**src/rtl/serialarb.sv**
```systemverilog
// Multi-channel command arbiter: one command slot per channel, one grant per cycle onto a
// shared downstream port, response routed back to the last granted channel. Build option SERIALARB_PRIO_EN.
module serialarb #(
    parameter int NUM_CH = 2,
    parameter int SEQ_W  = 6,
    parameter int ADR_W  = 16,
    parameter int DAT_W  = 8
) (
    input  logic                    clk,
    input  logic                    rst_n,
    input  logic [NUM_CH-1:0]       ch_stb_i,
    input  logic [NUM_CH-1:0]       ch_we_i,
    input  logic [NUM_CH*SEQ_W-1:0] ch_seq_i,
    input  logic [NUM_CH*ADR_W-1:0] ch_adr_i,
    input  logic [NUM_CH*DAT_W-1:0] ch_dat_i,
    output logic [NUM_CH-1:0]       ch_tx_avail,
    output logic [DAT_W-1:0]        ch_tx_data,
    input  logic [NUM_CH-1:0]       ch_tx_pull,
    output logic [NUM_CH-1:0]       ch_ovf,
    input  logic                    ovf_clr,
    output logic                    stb_o,
    output logic                    we_o,
    output logic [SEQ_W-1:0]        seq_o,
    output logic [ADR_W-1:0]        adr_o,
    output logic [DAT_W-1:0]        dat_o,
    input  logic                    tx_avail,
    input  logic [DAT_W-1:0]        tx_data,
    output logic                    tx_pull
);

    localparam int IDX_W = $clog2(NUM_CH);

    logic [NUM_CH-1:0] full_q, full_d;
    logic [NUM_CH-1:0] ovf_q, ovf_d;
    logic [NUM_CH-1:0] elig, gnt, load;
    logic              slot_we_q  [NUM_CH];
    logic [SEQ_W-1:0]  slot_seq_q [NUM_CH];
    logic [ADR_W-1:0]  slot_adr_q [NUM_CH];
    logic [DAT_W-1:0]  slot_dat_q [NUM_CH];

    logic [IDX_W-1:0]  owner_q, owner_d;
    logic [IDX_W-1:0]  gnt_idx;
    logic              gnt_any;

    logic              stb_q, we_q;
    logic [SEQ_W-1:0]  seq_q;
    logic [ADR_W-1:0]  adr_q;
    logic [DAT_W-1:0]  dat_q;

    // While a response is in flight only the owner may be granted again.
    always_comb begin
        elig = '0;
        for (int unsigned k = 0; k < NUM_CH; k++) begin
            elig[k] = full_q[k] && (!tx_avail || (owner_q == IDX_W'(k)));
        end
    end

`ifdef SERIALARB_PRIO_EN
    always_comb begin
        gnt_any = 1'b0;
        gnt_idx = '0;
        for (int unsigned i = 0; i < NUM_CH; i++) begin
            if (elig[i]) begin
                gnt_any = 1'b1;
                gnt_idx = IDX_W'(i);
            end
        end
    end
`else
    localparam logic [IDX_W:0] NCH = (IDX_W+1)'(NUM_CH);

    logic [IDX_W-1:0] ptr_q, ptr_d;

    // Circular search from the pointer; the sum is folded back explicitly so that
    // non-power-of-two channel counts never index past NUM_CH-1.
    always_comb begin
        logic [IDX_W:0] sum;
        sum     = '0;
        gnt_any = 1'b0;
        gnt_idx = '0;
        for (int unsigned i = 0; i < NUM_CH; i++) begin
            sum = {1'b0, ptr_q} + (IDX_W+1)'(i);
            if (sum >= NCH) begin
                sum = sum - NCH;
            end
            if (!gnt_any && elig[sum[IDX_W-1:0]]) begin
                gnt_any = 1'b1;
                gnt_idx = sum[IDX_W-1:0];
            end
        end
    end

    always_comb begin
        ptr_d = ptr_q;
        if (gnt_any) begin
            ptr_d = (gnt_idx == IDX_W'(NUM_CH - 1)) ? '0 : gnt_idx + 1'b1;
        end
    end

    always_ff @(posedge clk or negedge rst_n) begin
        if (!rst_n) begin
            ptr_q <= '0;
        end else begin
            ptr_q <= ptr_d;
        end
    end
`endif

    always_comb begin
        gnt = '0;
        if (gnt_any) begin
            gnt[gnt_idx] = 1'b1;
        end
        load    = ch_stb_i & (~full_q | gnt);
        full_d  = (full_q & ~gnt) | load;
        ovf_d   = (ovf_clr ? '0 : ovf_q) | (ch_stb_i & full_q & ~gnt);
        owner_d = gnt_any ? gnt_idx : owner_q;
    end

    always_ff @(posedge clk or negedge rst_n) begin
        if (!rst_n) begin
            full_q  <= '0;
            ovf_q   <= '0;
            owner_q <= '0;
            for (int unsigned k = 0; k < NUM_CH; k++) begin
                slot_we_q[k]  <= 1'b0;
                slot_seq_q[k] <= '0;
                slot_adr_q[k] <= '0;
                slot_dat_q[k] <= '0;
            end
        end else begin
            full_q  <= full_d;
            ovf_q   <= ovf_d;
            owner_q <= owner_d;
            for (int unsigned k = 0; k < NUM_CH; k++) begin
                if (load[k]) begin
                    slot_we_q[k]  <= ch_we_i[k];
                    slot_seq_q[k] <= ch_seq_i[k*SEQ_W +: SEQ_W];
                    slot_adr_q[k] <= ch_adr_i[k*ADR_W +: ADR_W];
                    slot_dat_q[k] <= ch_dat_i[k*DAT_W +: DAT_W];
                end
            end
        end
    end

    always_ff @(posedge clk or negedge rst_n) begin
        if (!rst_n) begin
            stb_q <= 1'b0;
            we_q  <= 1'b0;
            seq_q <= '0;
            adr_q <= '0;
            dat_q <= '0;
        end else begin
            stb_q <= gnt_any;
            if (gnt_any) begin
                we_q  <= slot_we_q[gnt_idx];
                seq_q <= slot_seq_q[gnt_idx];
                adr_q <= slot_adr_q[gnt_idx];
                dat_q <= slot_dat_q[gnt_idx];
            end
        end
    end

    always_comb begin
        ch_tx_avail          = '0;
        ch_tx_avail[owner_q] = tx_avail;
    end

    assign tx_pull    = ch_tx_pull[owner_q];
    assign ch_tx_data = tx_data;
    assign ch_ovf     = ovf_q;
    assign stb_o      = stb_q;
    assign we_o       = we_q;
    assign seq_o      = seq_q;
    assign adr_o      = adr_q;
    assign dat_o      = dat_q;

endmodule

```
**config.mk**
```make
export PLATFORM = sky130hd
export DESIGN_NAME = serialarb
export DESIGN_NICKNAME = d
export VERILOG_FILES = /design/src/rtl/serialarb.sv
export SDC_FILE = /design/constraint.sdc
export NUM_CORES = 1
export LEC_CHECK = 0
export CAP_MARGIN = 15
export CORE_AREA = 2 2 96 98
export CTS_CLUSTER_SIZE = 16
export DETAILED_ROUTE_END_ITERATION = 16
export DIE_AREA = 0 0 98 100
export PLACE_DENSITY = 0.79
export SKIP_LAST_GASP = 1
export SYNTH_ARGS = -nofsm -noshare
export SYNTH_HDL_FRONTEND = slang
export SYNTH_SLANG_ARGS = --single-unit
```
**constraint.sdc**
```tcl
create_clock -name clk -period 2.03 [get_ports clk]
set_input_delay 0.203 -clock clk [delete_from_list [all_inputs] [get_ports clk]]
set_output_delay 0.203 -clock clk [all_outputs]
set_load 0.05 [all_outputs]
```
Yosys cells after proc, flatten, opt, wreduce, memory -nomap -nowiden
Index checks and enable logic that the tools add are counted.
{ "op_classes": {"add_sub_neg": 4, "order_cmp": 9, "n_mux": 31, "bitwise": 12, "n_reduce_logical": 9} }
{ "ops": {"columns": ["operator", "n"], "rows": [
  ["16-bit two-way mux", 3],
  ["8-bit two-way mux", 3],
  ["1-bit two-way mux", 18],
  ["6-bit two-way mux", 3],
  ["2-bit bitwise AND", 5],
  ["1-bit by 2-bit < comparator with 1-bit output, second input constant", 4],
  ["2-bit OR", 3],
  ["1-bit logical AND", 5],
  ["2-bit greater-or-equal comparator, second input constant", 2],
  ["2-bit two-way mux", 2],
  ["2-bit NOT", 2],
  ["1-bit by 1-bit adder with 2-bit output, second input constant", 1],
  ["1-bit demux with 1-bit select", 2],
  ["1-bit greater-or-equal comparator, second input constant", 2],
  ["1-bit by 2-bit greater-or-equal comparator with 1-bit output, second input constant", 1],
  ["1-bit logical NOT", 2],
  ["1-bit logical OR", 2],
  ["1-bit NOT with 2-bit output", 1],
  ["1-bit subtractor, second input constant", 2],
  ["1-bit adder, second input constant", 1],
  ["1-bit NOT", 1]
]} }
{ "word_totals": {"regBits": 100, "in_bits": 78, "output_inout_bits": 45} }

Depth between registers and ports, before layout
Gate-level depths: netlist (run 1).
{ "depth": {"ltp_word": 17, "depth_mapped": 6, "ltp_nobuf": 4} }

Worst setup path after synthesis (run 1)
OpenSTA, ideal clock, no wires.
{ "synth_timing": {"kind": "register -> register", "startpoint": "register owner_q", "endpoint": "register slot_adr_q[11] (netlist bit)", "setup_time_ns": 0.125, "arrival_ns": 1.768, "required_time_ns": 1.905, "setup_slack_ns": 0.138, "path_stages_with_launch": 6, "path_cell_list": "dfrtp_1 -> nor2b_2 -> o21ai_1 -> nand2_1 -> buf_4 -> mux2_2"} }
{ "synth_via": {"elab_chain_len": 16} }
{ "synth_lines": {"columns": ["item", "line", "rtl"], "rows": [
  ["start: declaration", "41", "logic [IDX_W-1:0] owner_q, owner_d;"],
  ["start signal: assignment", "134", "owner_q <= owner_d;"],
  ["1-bit NOT", "54", "elig[k] = full_q[k] && (!tx_avail || (owner_q == IDX_W'(k)));"],
  ["1-bit logical OR", "54", null],
  ["1-bit logical AND", "54", null],
  ["1-bit two-way mux (implied by the code) (2 in a row)", "86", "if (!gnt_any && elig[sum[IDX_W-1:0]]) begin"],
  ["1-bit two-way mux", "86", null],
  ["1-bit logical NOT", "86", null],
  ["1-bit logical AND", "86", null],
  ["1-bit two-way mux", "86", null],
  ["1-bit by 2-bit < comparator with 1-bit output (implied by the code) / 1-bit greater-or-equal comparator (equally long branches)", "112", "gnt[gnt_idx] = 1'b1;"],
  ["1-bit logical AND (implied by the code)", "112", null],
  ["1-bit two-way mux (implied by the code)", "112", null],
  ["1-bit demux with 1-bit select", "112", null],
  ["2-bit two-way mux (*)", "111", "if (gnt_any) begin"],
  ["2-bit OR (*)", "114", "load = ch_stb_i & (~full_q | gnt);"],
  ["2-bit bitwise AND (*)", "114", null],
  ["end signal: indexed assignment", "139", "slot_adr_q[k] <= ch_adr_i[k*ADR_W +: ADR_W];"],
  ["end: declaration", "38", "logic [ADR_W-1:0] slot_adr_q [NUM_CH];"]
]} }
Mark *: on every way between the ends. The rest lies on a longest branch, timed or not. The select of a mux whose other input is x is not followed.
A chain may end at the register's enable or synchronous reset.

Worst setup path after layout (run 1)
{ "layout_timing": {"startpoint": "register dat_q[5] (netlist: dat_o[5])", "endpoint": "output dat_o[5]"} }
{ "layout_lines": {"columns": ["item", "line", "rtl"], "rows": [
  ["start: declaration", "48", "logic [DAT_W-1:0] dat_q;"],
  ["start signal: assignment", "159", "dat_q <= slot_dat_q[gnt_idx];"],
  ["end: declaration", "25", "output logic [DAT_W-1:0] dat_o,"]
]} }
No word-level cell between the ends.

==> summary.md, run 1 <==
| Metric | Value |
|---|---|
| Status | complete, no violations |
| Final Core Density | 61.9% |
| Synthesized Nets | 355 |
| CP Max Fanout | 2 |
| Global-route wire length before repair | 13.7 mm |
| Tmin final | 1760 ps |
| Fin nets | 466 |
| Total power | 0.00803 W |
| Seq/Total Area, Yosys | 62.4% |
| Max Cap Viol | 0 |
| Max Slew Vio Count | 0 |
| TritonRoute pass-1 iters | 4 |
| CP max-delay cell | clkdlybuf4s50_1 |
| Die Span Y | 100 um |
| Largest net degree at the start of global routing | 48 |
| # DRC | 0 |
| Cell accounting for the most synthesized area | dfrtp_1 |
| Post-Route WL | 8.35 mm |
| Clock tree from TritonCTS | built |
| PwrDens | 1460 nW/um2 |
| DR vias/cell | 5.14 |
| Fin Setup TNS | 0 ps |
| Least-Margin Pin Slew | 526 ps |
| Buf/Inv on CP | 1 |
| Ys Warns | 0 |
| Number of DRC markers in iteration 0 | 82 |
| Num CTS Buffers | 9 |
| Antenna-violating nets left | 0 |
| Min-Delay Path Class | primary input to asynchronous set/reset pin |
| Die ar. | 9800 um2 |
| Avg Cell Area, Syn | 14.5 um2 |
| Initial Util | 45.1% |
| Dpl cells | 487 |
| GR Util All Layers | 17.7% |
| Max frequency | 569 MHz |
| Post-DP HPWL | 5.94 mm |
| Mapped cell area | 4010 um2 |
| Slew Limit Headroom | 64.8% |
| Post-synth top area share | 62.4% |
| Core area | 8890 um2 |
| Synth area leaders | dfrtp_1, mux2_2, a221o_1 |
| Worst path top cell family by delay | buffers and inverters |
| Worst Path Arrival | 1550 ps |
| Final cell count without fillers | 504 |
| Initial antenna violation count | 0 |
| Leakage Power | 2.34 nW |
| CP Launch Type | register |
| Yosys cell types | 20 |
| Vias in the first global route | 2,732 |
| Setup Buffers After CTS | 0 |
| Clock transition at path regs | 100 ps |
| Layout cell share with drive strength beyond 1 | 19.8% |
| Latest clock arrival within the worst-skew pair | 350 ps |
| Critical path, cell by cell | clkdlybuf4s50_1 |
| Setup violators final | 0 |
| Unrepaired setup endpoints after global routing | false |
| Worst-case clock buffer depth | 2 |
| Worst reg-to-reg setup slack | 360 ps |
| Worst Path Class, Setup | register to output port |
| Sink Count | 100 |
| #FFs+latches synth | 100 |
| Max incr delay on CP | 820 ps |
| H-tree depth | 3 |
| Grt ovf | 0 |
| Post-CTS Resized | 0 |
| Peak supply drop | 0.000733 V |
| Final period utilization | 86.5% |
| DR WL/cell | 16.6 um |
| Root Buffer | clkbuf_8 |
| Syn-to-layout area delta | 37.3% |
| Chip Width | 98 um |
| Crit end category | output port |
| I/O Pins | 123 |
| GPL Wtd Cong | 0.766 |
| Fin. Hold Viols | 0 |
| Row count | 35 |
| Synth Instances | 277 |
| DR vias | 2,592 |
| CP Data Required Time | 1830 ps |
| Number of port buffers | 106 |
| Worst Skew | 12.8 ps |
| ANT cells | 0 |
routing by layer:
layer  vias to the layer above  track usage, %  routed length, um
met3                        14            2.92                328
met1                      1303            22.9               3550
met5                         -               0                  0
li1                       1206               -                  -
met4                         0            6.84                162
met2                        69            30.0               4310
through the flow:
step | cell area (um2) | setup WS (ps) | hold slack [ps]
4_1_cts | 5500 | 252 | 346
6_report | 5500 | 274 | 336
2_1_floorplan | 4010 | 138 | -92.6
3_3_place_gp | 5280 | 136 | 192
5_1_grt | 5500 | 192 | 368
3_5_place_dp | 5280 | 109 | 198
final cells by class:
type                    count  area [um2]
repair buffers            124        1280
multi-input cells         147        1350
inverters                   6        22.5
clock inverters             5        58.8
flip-flops and latches    100        2500
fillers                   674        3390
clock buffers              11         151
well taps                 111         139
cells in the mapped netlist (all sizes together):
| cell | n |
|---|---|
| nor2 | 1 |
| mux2i | 1 |
| buf | 20 |
| nand2 | 7 |
| clkbuf | 4 |
| nor3b | 2 |
| and3 | 2 |
| dfrtp | 100 |
| mux2 | 63 |
| o211ai | 1 |
| a221o | 31 |
| o21ai | 1 |
| a31oi | 1 |
| o22ai | 3 |
| nor2b | 3 |
| inv | 6 |
| and2 | 31 |
path summary, 6_finish.rpt:
kind | start | endpoint | cells after the start
min reg2reg | slot_dat_q[0] | slot_dat_q[0] | 1
max reg2reg | full_q[0] | slot_adr_q[1] | 5
min in group clk | tx_data[2] | ch_tx_data[2] | 0
max | dat_o[5] | dat_o[5] | 1
min | rst_n | dat_o[5] | 2
max in group asynchronous | rst_n | slot_dat_q[0] | 3
flip-flops by register name, indices dropped and copies added (netlist names), 2 cells and up:
| register | count |
|---|---|
| slot_adr_q | 32 |
| slot_seq_q | 12 |
| dat_o | 8 |
| slot_dat_q | 16 |
| slot_we_q | 2 |
| full_q | 2 |
| ch_ovf | 2 |
| seq_o | 6 |
| adr_o | 16 |
report_power, final:
group          internal, W  switching (W)
registers          0.00271       0.000408
logic              0.00155        0.00204
clock network     0.000640       0.000678
cell usage in the layout (no fill, tap or decap), drive strengths merged, types with 2 or more instances in the layout:
master / instances
a221o: 31
and2: 31
and3: 2
buf: 21
clkbuf: 11
clkdlybuf4s50: 102
clkinvlp: 2
dfrtp: 100
inv: 7
mux2: 63
nand2: 7
nor2b: 3
nor3b: 2
o22ai: 3
cell families (layout without fill, tap and decap cells):
family	after synthesis	count (layout)	synth area share (%)
DFF	100	100	62.4
muxes	64	64	18.0
and+or+nand+nor	46	46	6.81
AOI/OAI and AO/OA	37	37	8.68
buffers and inverters	30	146	4.12
what timing repair did:
| item | 4_1_cts | 5_1_grt |
|---|---|---|
| hold endpoints to repair | 35 | 0 |
| hold buffers | 1 | 0 |
| setup endpoints to repair | 0 | 0 |
Power figures use the tool's default switching activity.
==> run 2, diff against run 1 <==
==> config.mk (replaced) <==
export PLATFORM = sky130hd
export DESIGN_NAME = serialarb
export DESIGN_NICKNAME = d
export VERILOG_FILES = /design/src/rtl/serialarb.sv
export SDC_FILE = /design/constraint.sdc
export NUM_CORES = 1
export LEC_CHECK = 0
export ABC_AREA = 1
export CAP_MARGIN = 15
export CORE_AREA = 2 2 99 101
export CTS_CLUSTER_SIZE = 25
export DETAILED_ROUTE_END_ITERATION = 16
export DIE_AREA = 0 0 101 103
export PLACE_DENSITY = 0.77
export REMOVE_ABC_BUFFERS = 1
export SKIP_LAST_GASP = 1
export SYNTH_ARGS = -nofsm -noshare
export SYNTH_HDL_FRONTEND = slang
export SYNTH_SLANG_ARGS = --single-unit
==> summary.md, run 2 <==
| Metric | Value |
|---|---|
| Peak supply drop | 0.000967 V |
| Most frequent cells in the layout | nand2_1, nand3_1, clkdlybuf4s50_1 |
| ANT cells | 0 |
| Largest register FFs | 32 |
| #FFs+latches synth | 100 |
| Number of enable flip-flop cells after synthesis | 0 |
| Grt ovf | 0 |
| Fin nets | 653 |
| Post-synth top area share | 58.7% |
| Latest clock arrival within the worst-skew pair | 350 ps |
| Unrepaired setup endpoints after global routing | false |
| Worst Min Path Start | ch_stb_i[0] |
| Vias in the first global route | 3,584 |
| Worst-case clock buffer depth | 2 |
| CP Max Fanout | 2 |
| GR Util All Layers | 21.8% |
| Hold endpoint | slot_adr_q[25] |
| Largest register by flop count | slot_adr_q |
| Chip Width | 101 um |
| Slew Limit Headroom | 59.1% |
| CP max-delay cell | clkdlybuf4s50_1 |
| Least-Margin Pin Slew | 611 ps |
| Worst Path Arrival | 1570 ps |
| Synth async-reset ratio | 100% |
| Max Cap Viol | 0 |
| Antenna-violating nets left | 0 |
| Final worst slack | 262 ps |
| Setup violators final | 0 |
| Max incr delay on CP | 820 ps |
| DR vias | 3,606 |
| Final period utilization | 87.1% |
| Crit end category | output port |
| Initial Util | 45.1% |
| Clock tree from TritonCTS | built |
| Number of port buffers | 106 |
| Fin. Hold Viols | 0 |
| Layout cell share with drive strength beyond 1 | 7.94% |
| Clock transition at path regs | 100 ps |
| Worst Skew | 8.75 ps |
| Number of DRC markers in iteration 0 | 258 |
| Yosys cell types | 17 |
| Mapped cell area | 4270 um2 |
| Status | complete, no violations |
| Most common library cell in the layout ignoring fill and taps | nand2_1 |
| Ys Warns | 0 |
| Core area | 9460 um2 |
| Global-route wire length before repair | 17.6 mm |
| Max frequency | 566 MHz |
| Die ar. | 10,400 um2 |
| Count leader, synth | nand2_1 |
| Synth Instances | 481 |
| Avg Cell Area, Syn | 8.87 um2 |
| Reg2Reg Depth | 7 |
| Cell accounting for the most synthesized area | dfrtp_1 |
| DR WL/cell | 16.1 um |
| Final instance area | 5550 um2 |
| Min-Delay Path Class | primary input to register |
| Root Buffer | clkbuf_8 |
| Top_reg_cell synth | dfrtp_1 |
| H-tree depth | 3 |
| Post-Route WL | 11.2 mm |
| CP Launch Type | register |
| Num CTS Buffers | 9 |
| Fin Setup TNS | 0 ps |
| Largest net degree at the start of global routing | 51 |
| Row count | 36 |
| Buf/Inv on CP | 1 |
| Syn-to-layout area delta | 30.1% |
| DR vias/cell | 5.20 |
| Max Slew Vio Count | 0 |
| Sink Count | 100 |
| I/O Pins | 123 |
| Die Span Y | 103 um |
| Worst Path Class, Setup | register to output port |
| Critical path, cell by cell | clkdlybuf4s50_1 |
| Initial antenna violation count | 0 |
| PwrDens | 1700 nW/um2 |
| Tmin final | 1770 ps |
| Post-DP HPWL | 7.82 mm |
| Placed inst area | 5340 um2 |
| GPL Wtd Cong | 0.807 |
| Place WS | 31.8 ps |
| Post-CTS Resized | 0 |
| Reg2reg end | slot_seq_q[3] |
| Worst reg-to-reg setup slack | 350 ps |
| # fillers | 850 |
| Hold path cells | 3 |
| # DRC | 0 |
| Synth area leaders | dfrtp_1, nand2_1, nand3_1 |
| Final Core Density | 58.7% |
| Seq/Total Area, Yosys | 58.7% |
| TritonRoute pass-1 iters | 4 |
| CP Data Required Time | 1830 ps |
| Worst path top cell family by delay | buffers and inverters |
| RR Startpoint | owner_q |
| Leakage Power | 2.74 nW |
| Synth top cells by count | nand2_1, nand3_1, dfrtp_1, buf_4 |
[run 2: cell count changes in the layout (fill, tap and decap cells not counted), sizes merged, moves of 2 or more]
cell / delta
nor2b: -3
and2: -31
mux2: -63
a221o: -31
nor3b: -2
nand2: +193
and3: -2
inv: +3
nand3: +126
[run 2: per-stage QoR]
stage,total power [W],hold WS (ps),cells
2_1_floorplan,0.00637,-92.6,441
3_3_place_gp,0.00805,145,677
3_5_place_dp,0.00823,152,677
4_1_cts,0.00952,281,693
5_1_grt,0.0101,300,693
6_report,0.00947,282,693
[run 2: worst max path at each step]
stage | cells after the start | end | startpoint
after CTS | 1 | adr_o[12] | adr_o[12]
after floorplan | 7 | slot_adr_q[0] | owner_q
after global routing | 7 | slot_we_q[0] | owner_q
final | 1 | adr_o[12] | adr_o[12]
after global placement | 8 | slot_seq_q[4] | tx_avail
after detailed placement | 8 | slot_adr_q[13] | tx_avail
[run 2: area by class of cell]
type | instances | area (um2) | share of cell area, %
sequential | 100 | 2500 | 45.1
multi-input combinational | 331 | 1470 | 26.4
tap | 114 | 143 | 2.57
inverter | 10 | 37.5 | 0.676
clock buffer | 12 | 155 | 2.79
clock inverter | 3 | 46.3 | 0.834
timing repair buffer | 123 | 1200 | 21.6
[run 2: kinds of logic after synthesis]
group           synth area share, %
simple gates                   33.4
compound gates                0.968
buf+inv                        6.95
flops                          58.7
[run 2: power breakdown]
part / switching (W) / leakage, nW / total, W / internal, W
registers: 0.000605 / 1.23 / 0.00357 / 0.00296
logic: 0.00305 / 1.41 / 0.00461 / 0.00156
clock network: 0.000654 / 0.0987 / 0.00129 / 0.000634
total: 0.00431 / 2.74 / 0.00947 / 0.00516
[run 2: what timing repair did]
| item | 4_1_cts | 5_1_grt |
|---|---|---|
| endpoints found under the hold margin | 27 | 0 |
| setup buffers | 0 | 0 |
| hold buffers | 1 | 0 |
[run 2: layer usage]
metal	vias to the layer above	GRT usage [%]	routed length [um]
met5	-	0	0
met4	0	5.72	86
met3	8	3.93	617
met2	140	38.1	5670
met1	1728	28.4	4790
li1	1730	-	-
==> run 3, diff against run 2 <==
--- a/config.mk
+++ b/config.mk
@@ -8,9 +8,9 @@
 export ABC_AREA = 1
 export CAP_MARGIN = 15
 export CORE_AREA = 2 2 99 101
-export CTS_CLUSTER_SIZE = 25
 export DETAILED_ROUTE_END_ITERATION = 16
 export DIE_AREA = 0 0 101 103
+export HOLD_SLACK_MARGIN = 0.03
 export PLACE_DENSITY = 0.77
 export REMOVE_ABC_BUFFERS = 1
 export SKIP_LAST_GASP = 1
==> results of run 3 <==
No change in the layout: final DEF, timing and power equal those of run 2.
